File: config.mk
export PLATFORM = sky130hd
export DESIGN_NAME = router_out_arb
export DESIGN_NICKNAME = d
export VERILOG_FILES = /design/src/rtl/router_out_arb.sv
export SDC_FILE = /design/constraint.sdc
export NUM_CORES = 1
export LEC_CHECK = 0
export ABC_CLOCK_PERIOD_IN_PS = 4600
export CORE_MARGIN = 1
export CORE_UTILIZATION = 50
export CTS_BUF_LIST = sky130_fd_sc_hd__clkbuf_4
export CTS_CLUSTER_DIAMETER = 50
export DETAILED_ROUTE_END_ITERATION = 6
export HOLD_SLACK_MARGIN = 0.15
export PLACE_DENSITY = 0.86
export SYNTH_ARGS = -nofsm -noshare
export SYNTH_HDL_FRONTEND = slang
export SYNTH_SLANG_ARGS = --single-unit
File: constraint.sdc
create_clock -name clock -period 4.6 [get_ports clock]
set_input_delay 0.46 -clock clock [delete_from_list [all_inputs] [get_ports clock]]
set_output_delay 0.46 -clock clock [all_outputs]
set_load 0.01 [all_outputs]
File: src/rtl/router_out_arb.sv
// router_out_arb: merges three router FIFOs into one byte stream, one packet at a time.
// In: clock, resetn, vld_out_*, data_out_*, arb_ready. Out: read_enb_*, arb_*, pkt_abort, pkt_count.
module router_out_arb #(
  parameter bit FIXED_PRIO = 1'b0
) (
  input  logic       clock,
  input  logic       resetn,
  input  logic       vld_out_0,
  input  logic       vld_out_1,
  input  logic       vld_out_2,
  input  logic [7:0] data_out_0,
  input  logic [7:0] data_out_1,
  input  logic [7:0] data_out_2,
  output logic       read_enb_0,
  output logic       read_enb_1,
  output logic       read_enb_2,
  output logic [7:0] arb_data,
  output logic       arb_valid,
  input  logic       arb_ready,
  output logic       arb_first,
  output logic       arb_last,
  output logic [1:0] arb_port,
  output logic       pkt_abort,
  output logic [7:0] pkt_count
);
  typedef enum logic [1:0] {IDLE, HDR, LEN, BODY} state_e;

  state_e     state_q;
  logic [1:0] port_q, rd_port_q, lst_port_q, ptr_q;
  logic [6:0] cnt_q;
  logic       rd_pend_q, rd_first_q, rd_last_q;
  logic       sk_vld_q, sk_first_q, sk_last_q;
  logic [7:0] sk_data_q;
  logic       out_vld_q, out_first_q, out_last_q;
  logic [7:0] out_data_q;
  logic       abort_q;
  logic [7:0] pkt_q;

  logic [2:0] vld;
  logic [7:0] rdata;
  logic [1:0] pick, c0, c1, c2;
  logic       gnt_vld, free, rd_due, rd, abort, xfer, last_rd;

  function automatic logic [1:0] nxt(input logic [1:0] p);
    return (p == 2'd2) ? 2'd0 : p + 2'd1;
  endfunction

  assign vld = {vld_out_2, vld_out_1, vld_out_0};

  // returned byte belongs to the port read last cycle
  always_comb begin
    case (rd_port_q)
      2'd1:    rdata = data_out_1;
      2'd2:    rdata = data_out_2;
      default: rdata = data_out_0;
    endcase
  end

  always_comb begin
    case (port_q)
      2'd0:    gnt_vld = vld_out_0;
      2'd1:    gnt_vld = vld_out_1;
      2'd2:    gnt_vld = vld_out_2;
      default: gnt_vld = 1'b0;
    endcase
  end

  always_comb begin
    c0   = nxt(ptr_q);
    c1   = nxt(c0);
    c2   = nxt(c1);
    pick = 2'd0;
    if (FIXED_PRIO) begin
      priority case (1'b1)
        vld[0]:  pick = 2'd0;
        vld[1]:  pick = 2'd1;
        default: pick = 2'd2;
      endcase
    end else if (vld[c0]) begin
      pick = c0;
    end else if (vld[c1]) begin
      pick = c1;
    end else begin
      pick = c2;
    end
  end

  // a read is only issued when its byte is sure to have a home:
  // the skid slot catches a byte that lands during a stall
  assign free    = !out_vld_q || arb_ready;
  assign rd_due  = (state_q == HDR || state_q == BODY) && free && !sk_vld_q;
  assign rd      = rd_due && gnt_vld;
  assign abort   = rd_due && !gnt_vld;
  assign xfer    = out_vld_q && arb_ready;
  assign last_rd = rd && (state_q == BODY) && (cnt_q == 7'd1);

  assign read_enb_0 = rd && (port_q == 2'd0);
  assign read_enb_1 = rd && (port_q == 2'd1);
  assign read_enb_2 = rd && (port_q == 2'd2);

  always_ff @(posedge clock or negedge resetn) begin
    if (!resetn) begin
      state_q    <= IDLE;
      port_q     <= 2'd3;
      rd_port_q  <= 2'd0;
      lst_port_q <= 2'd0;
      ptr_q      <= 2'd2;
      cnt_q      <= 7'd0;
      rd_pend_q  <= 1'b0;
      rd_first_q <= 1'b0;
      rd_last_q  <= 1'b0;
      sk_vld_q   <= 1'b0;
      sk_first_q <= 1'b0;
      sk_last_q  <= 1'b0;
      sk_data_q  <= 8'h00;
      out_vld_q  <= 1'b0;
      out_first_q <= 1'b0;
      out_last_q <= 1'b0;
      out_data_q <= 8'h00;
      abort_q    <= 1'b0;
      pkt_q      <= 8'h00;
    end else begin
      abort_q    <= abort;
      rd_pend_q  <= rd;
      rd_first_q <= rd && (state_q == HDR);
      rd_last_q  <= last_rd;
      if (rd) rd_port_q <= port_q;
      if (last_rd) lst_port_q <= port_q;
      if (xfer && out_last_q) begin
        pkt_q <= pkt_q + 8'd1;
        ptr_q <= lst_port_q;
      end

      if (free) begin
        if (sk_vld_q) begin
          out_vld_q   <= 1'b1;
          out_data_q  <= sk_data_q;
          out_first_q <= sk_first_q;
          out_last_q  <= sk_last_q;
          sk_vld_q    <= 1'b0;
        end else if (rd_pend_q) begin
          out_vld_q   <= 1'b1;
          out_data_q  <= rdata;
          out_first_q <= rd_first_q;
          out_last_q  <= rd_last_q;
        end else begin
          out_vld_q   <= 1'b0;
          out_first_q <= 1'b0;
          out_last_q  <= 1'b0;
        end
      end else if (rd_pend_q) begin
        sk_vld_q   <= 1'b1;
        sk_data_q  <= rdata;
        sk_first_q <= rd_first_q;
        sk_last_q  <= rd_last_q;
      end

      unique case (state_q)
        IDLE: begin
          if (|vld) begin
            port_q  <= pick;
            state_q <= HDR;
          end
        end
        HDR: if (rd) state_q <= LEN;
        LEN: begin
          cnt_q   <= {1'b0, rdata[7:2]} + 7'd1;
          state_q <= BODY;
        end
        BODY: begin
          if (rd) begin
            cnt_q <= cnt_q - 7'd1;
            if (cnt_q == 7'd1) begin
              state_q <= IDLE;
              port_q  <= 2'd3;
            end
          end
        end
        default: state_q <= IDLE;
      endcase

      if (abort) begin
        state_q <= IDLE;
        port_q  <= 2'd3;
      end
    end
  end

  assign arb_data  = out_data_q;
  assign arb_valid = out_vld_q;
  assign arb_first = out_first_q;
  assign arb_last  = out_last_q;
  assign arb_port  = port_q;
  assign pkt_abort = abort_q;
  assign pkt_count = pkt_q;
endmodule

==> impl_metrics.env <==
export IMPL_synthArstFlopShare_pct=100
export IMPL_skew_ns=0.00808
export IMPL_tightest_slew_ns=0.895
export IMPL_critPathArrivalTime_ns=2.60
export IMPL_wl_um=5650
export IMPL_cp_cell_sequence="ha_1, nor2_1, nor3_2, nand2_1, nor3_1, clkdlybuf4s50_1"
export IMPL_startpoint="state_q[0]$_DFFE_PN0P_"
export IMPL_gp_congestion=0.920
export IMPL_num_rows=26
export IMPL_crit_slowest_cell="clkdlybuf4s50_1"
export IMPL_criticalPathCategory="reg2out"
export IMPL_wl_met3_um=301
export IMPL_final_antenna_net_count=0
export IMPL_clkTransAtPathRegs_ns=0.14
export IMPL_finalSetupTns_ns=0
export IMPL_wl_met2_um=2810
export IMPL_cts_setup_buffers=0
export IMPL_ir_drop_uv=318
export IMPL_grt_total_usage_pct=21.7
export IMPL_wl_per_cell_um=14.3
export IMPL_yosys_most_used_dff="dfrtp_1"
export IMPL_timing_rr_end="cnt_q[1]$_DFFE_PN0P_"
export IMPL_drv_cap=0
export IMPL_ctsHoldBuffers=0
export IMPL_initial_core_util_pct=52.5
export IMPL_die_area_um2=5690
export IMPL_grt_pass1_wl_um=9380
export IMPL_synth_top_family_by_area="simple AND/OR/NAND/NOR gates"
export IMPL_synth_edf_count=0
export IMPL_htree_levels=2
export IMPL_rsz0062_at_grt="no"
export IMPL_outcome="completed"
export IMPL_period_share_pct=66.5
export IMPL_vias=2224
export IMPL_top_layer="met4"
export IMPL_synth_seq_area_share_pct=47.5
export IMPL_cts_buffers=5
export IMPL_max_freq_mhz=327
export IMPL_met1_length_um=2450
export IMPL_hold_path_class="in2async"
export IMPL_crit_required_ns=4.14
export IMPL_clk_latency_ns=0.37
export IMPL_totalPowerFinal_uw=2090
export IMPL_timing_rr_start="rd_port_q[0]$_DFFE_PN0P_"
export IMPL_netlist_cell_type_count=55
export IMPL_synthAdderAreaFrac_pct=4.64
export IMPL_io_pins=55
export IMPL_die_y_um=75.4
export IMPL_cts_root_buf="clkbuf_4"
export IMPL_cts_tree="done"
export IMPL_ys_warn_count=0
export IMPL_yosys_area_share_simple_pct=17.9
export IMPL_syn_avg_cell_area_um2=9.95
export IMPL_clock_sinks=51
export IMPL_port_buffers=54
export IMPL_drc=0
export IMPL_fin_hold_ws_ns=0.156
export IMPL_syn_area_um2=2700
export IMPL_rr_worst_depth=9
export IMPL_overflow=0
export IMPL_die_w_um=75.4
export IMPL_rrSetupSlack_ns=2.02
export IMPL_place_worst_setup_slack_ns=1.77
export IMPL_drive_above_1_share_pct=9.85
export IMPL_synth_xor_area_share_pct=3.57
export IMPL_setup_viol=0
export IMPL_hold_viol=0
export IMPL_synth_compound_area_share_pct=17.1
export IMPL_synthCells=271
export IMPL_synth_mux_area_share_pct=5.24
export IMPL_antenna_found_initial=0
export IMPL_utilization_pct=64.7
export IMPL_cts_resized_gates=0
export IMPL_yosys_register_bits=51
export IMPL_end_kind="output port"
export IMPL_dr_pass1_iters=4
export IMPL_drtIter0Drc=156
export IMPL_critPathMaxStageDelay_ns=0.56
export IMPL_vias_per_cell=5.63
export IMPL_syn_nets=311
export IMPL_critPathLaunchType="flip-flop"
export IMPL_grt_max_degree=52
export IMPL_dpl_hpwl_um=4230
export IMPL_grt_pass1_vias=2072
export IMPL_core_area_um2=5140
export IMPL_nNetsFinal=364
export IMPL_max_clock_path_buffers=2
export IMPL_slew_headroom_pct=40.1
export IMPL_syn_to_final_growth_pct=23.2
export IMPL_worst_slack_ns=1.54
export IMPL_p_per_area_nw_per_um2=628
export IMPL_leakage_uw=0.00148
export IMPL_critical_path_max_fanout=16
export IMPL_drv_slew=0
export IMPL_fin_crit_ns=3.06
export IMPL_n_antenna_cell=0
## flip-flops by register name (all words and copies together) (netlist names)
signal      flops
arb_last        1
rd_first_q      1
arb_first       1
rd_last_q       1
lst_port_q      2
rd_pend_q       1
rd_port_q       2
state_q         2
sk_vld_q        1
arb_data        8
pkt_count       8
cnt_q           7
sk_first_q      1
ptr_q           2
sk_data_q       8
sk_last_q       1
pkt_abort       1
arb_valid       1
arb_port        2
## how the worst max path moves through the flow
stage                                      end  slack [ns]  depth (start not counted)
after global placement              read_enb_0        1.78                          6
after floorplan           cnt_q[2]$_DFFE_PN0P_        2.51                          9
final                               read_enb_0        1.54                          6
after detailed placement            read_enb_0        1.77                          6
after global routing                read_enb_0        1.30                          6
after CTS                           read_enb_0        1.54                          6
## placed cells by master, fill, tap and decap left out, types with 3 or more instances in the layout
cell type	n
clkdlybuf4s50_1	53
a21oi_1	16
mux2i_1	4
a221o_1	7
and3_1	3
nand2b_1	3
o21ai_0	18
a221oi_1	3
inv_1	13
o21a_1	3
nand2_1	23
ha_1	10
nor3_1	5
nor2b_1	5
nand3_1	9
dfstp_2	3
xor2_1	6
clkbuf_4	5
xnor2_1	5
nor2_1	29
mux2_2	7
dfrtp_1	48
## Yosys cell counts, types with 2 or more instances
master    count  share of area (%)
dfrtp_1      48                 45
nor2_1       29                4.0
nand2_1      23                3.2
o21ai_0      18                3.3
a21oi_1      16                3.0
inv_1        13                1.8
ha_1         10                4.6
nand3_1       9                1.7
a221o_1       7                2.6
mux2_2        7                2.9
xor2_1        6                1.9
nor2b_1       5                1.2
nor3_1        5               0.93
xnor2_1       5                1.6
clkbuf_1      4               0.56
mux2i_1       4                1.5
a221oi_1      3               0.97
and3_1        3               0.70
dfstp_2       3                2.9
nand2b_1      3               0.70
o21a_1        3               0.84
a21o_1        2               0.56
a31oi_1       2               0.46
buf_4         2               0.56
buf_6         2               0.84
mux2_1        2               0.84
nand3b_1      2               0.56
nand4_1       2               0.46
nor2_2        2               0.46
nor3b_1       2               0.56
o211ai_1      2               0.56
o21ai_1       2               0.37
o21ai_2       2               0.65
or2_2         2               0.46
## metrics by stage
step           instances  instance area [um^2]
2_1_floorplan        271                  2700
4_1_cts              395                  3320
3_3_place_gp         387                  3270
3_5_place_dp         387                  3270
6_report             395                  3320
5_1_grt              395                  3320
## power by group
group          total, uW  leakage [uW]  switching, uW  internal [uW]
clock                197     0.0000263            141           56.4
combinational       1160      0.000808            625            531
sequential           734      0.000643            122            612
total               2090       0.00148            888           1200
## critical path: cells and delay by family, from the launching register on
kind	cells	cell delay, ns
AND/OR/NAND/NOR	4	0.78
buffers and inverters	1	0.56
adder cells (fa/ha/maj)	1	0.49
flip-flops	1	0.40
## cell type report
class	instances	area, um^2
multi-input combinational	197	1310
sequential	51	1280
tap	70	87.6
timing repair buffer	55	543
inverter	14	52.6
clock buffer	5	37.5
clock inverter	3	15.0
fill	465	1820
## routing by layer
layer | vias to the layer above | global-route usage, %
li1 | 1075 | -
met1 | 1070 | 28.5
met2 | 70 | 35.8
met3 | 9 | 5.03
met4 | 0 | 7.00
met5 | - | 0
## kinds of logic (layout without fill, tap and decap cells)
family / after synthesis / in the layout
and+or+nand+nor: 95 / 95
AOI/OAI and AO/OA: 68 / 68
DFF: 51 / 51
buffers and inverters: 23 / 77
muxes: 13 / 13
xor gates and xnor gates: 11 / 11
adders and majority gates: 10 / 10
Note: power is estimated with default switching activity, not from simulation.
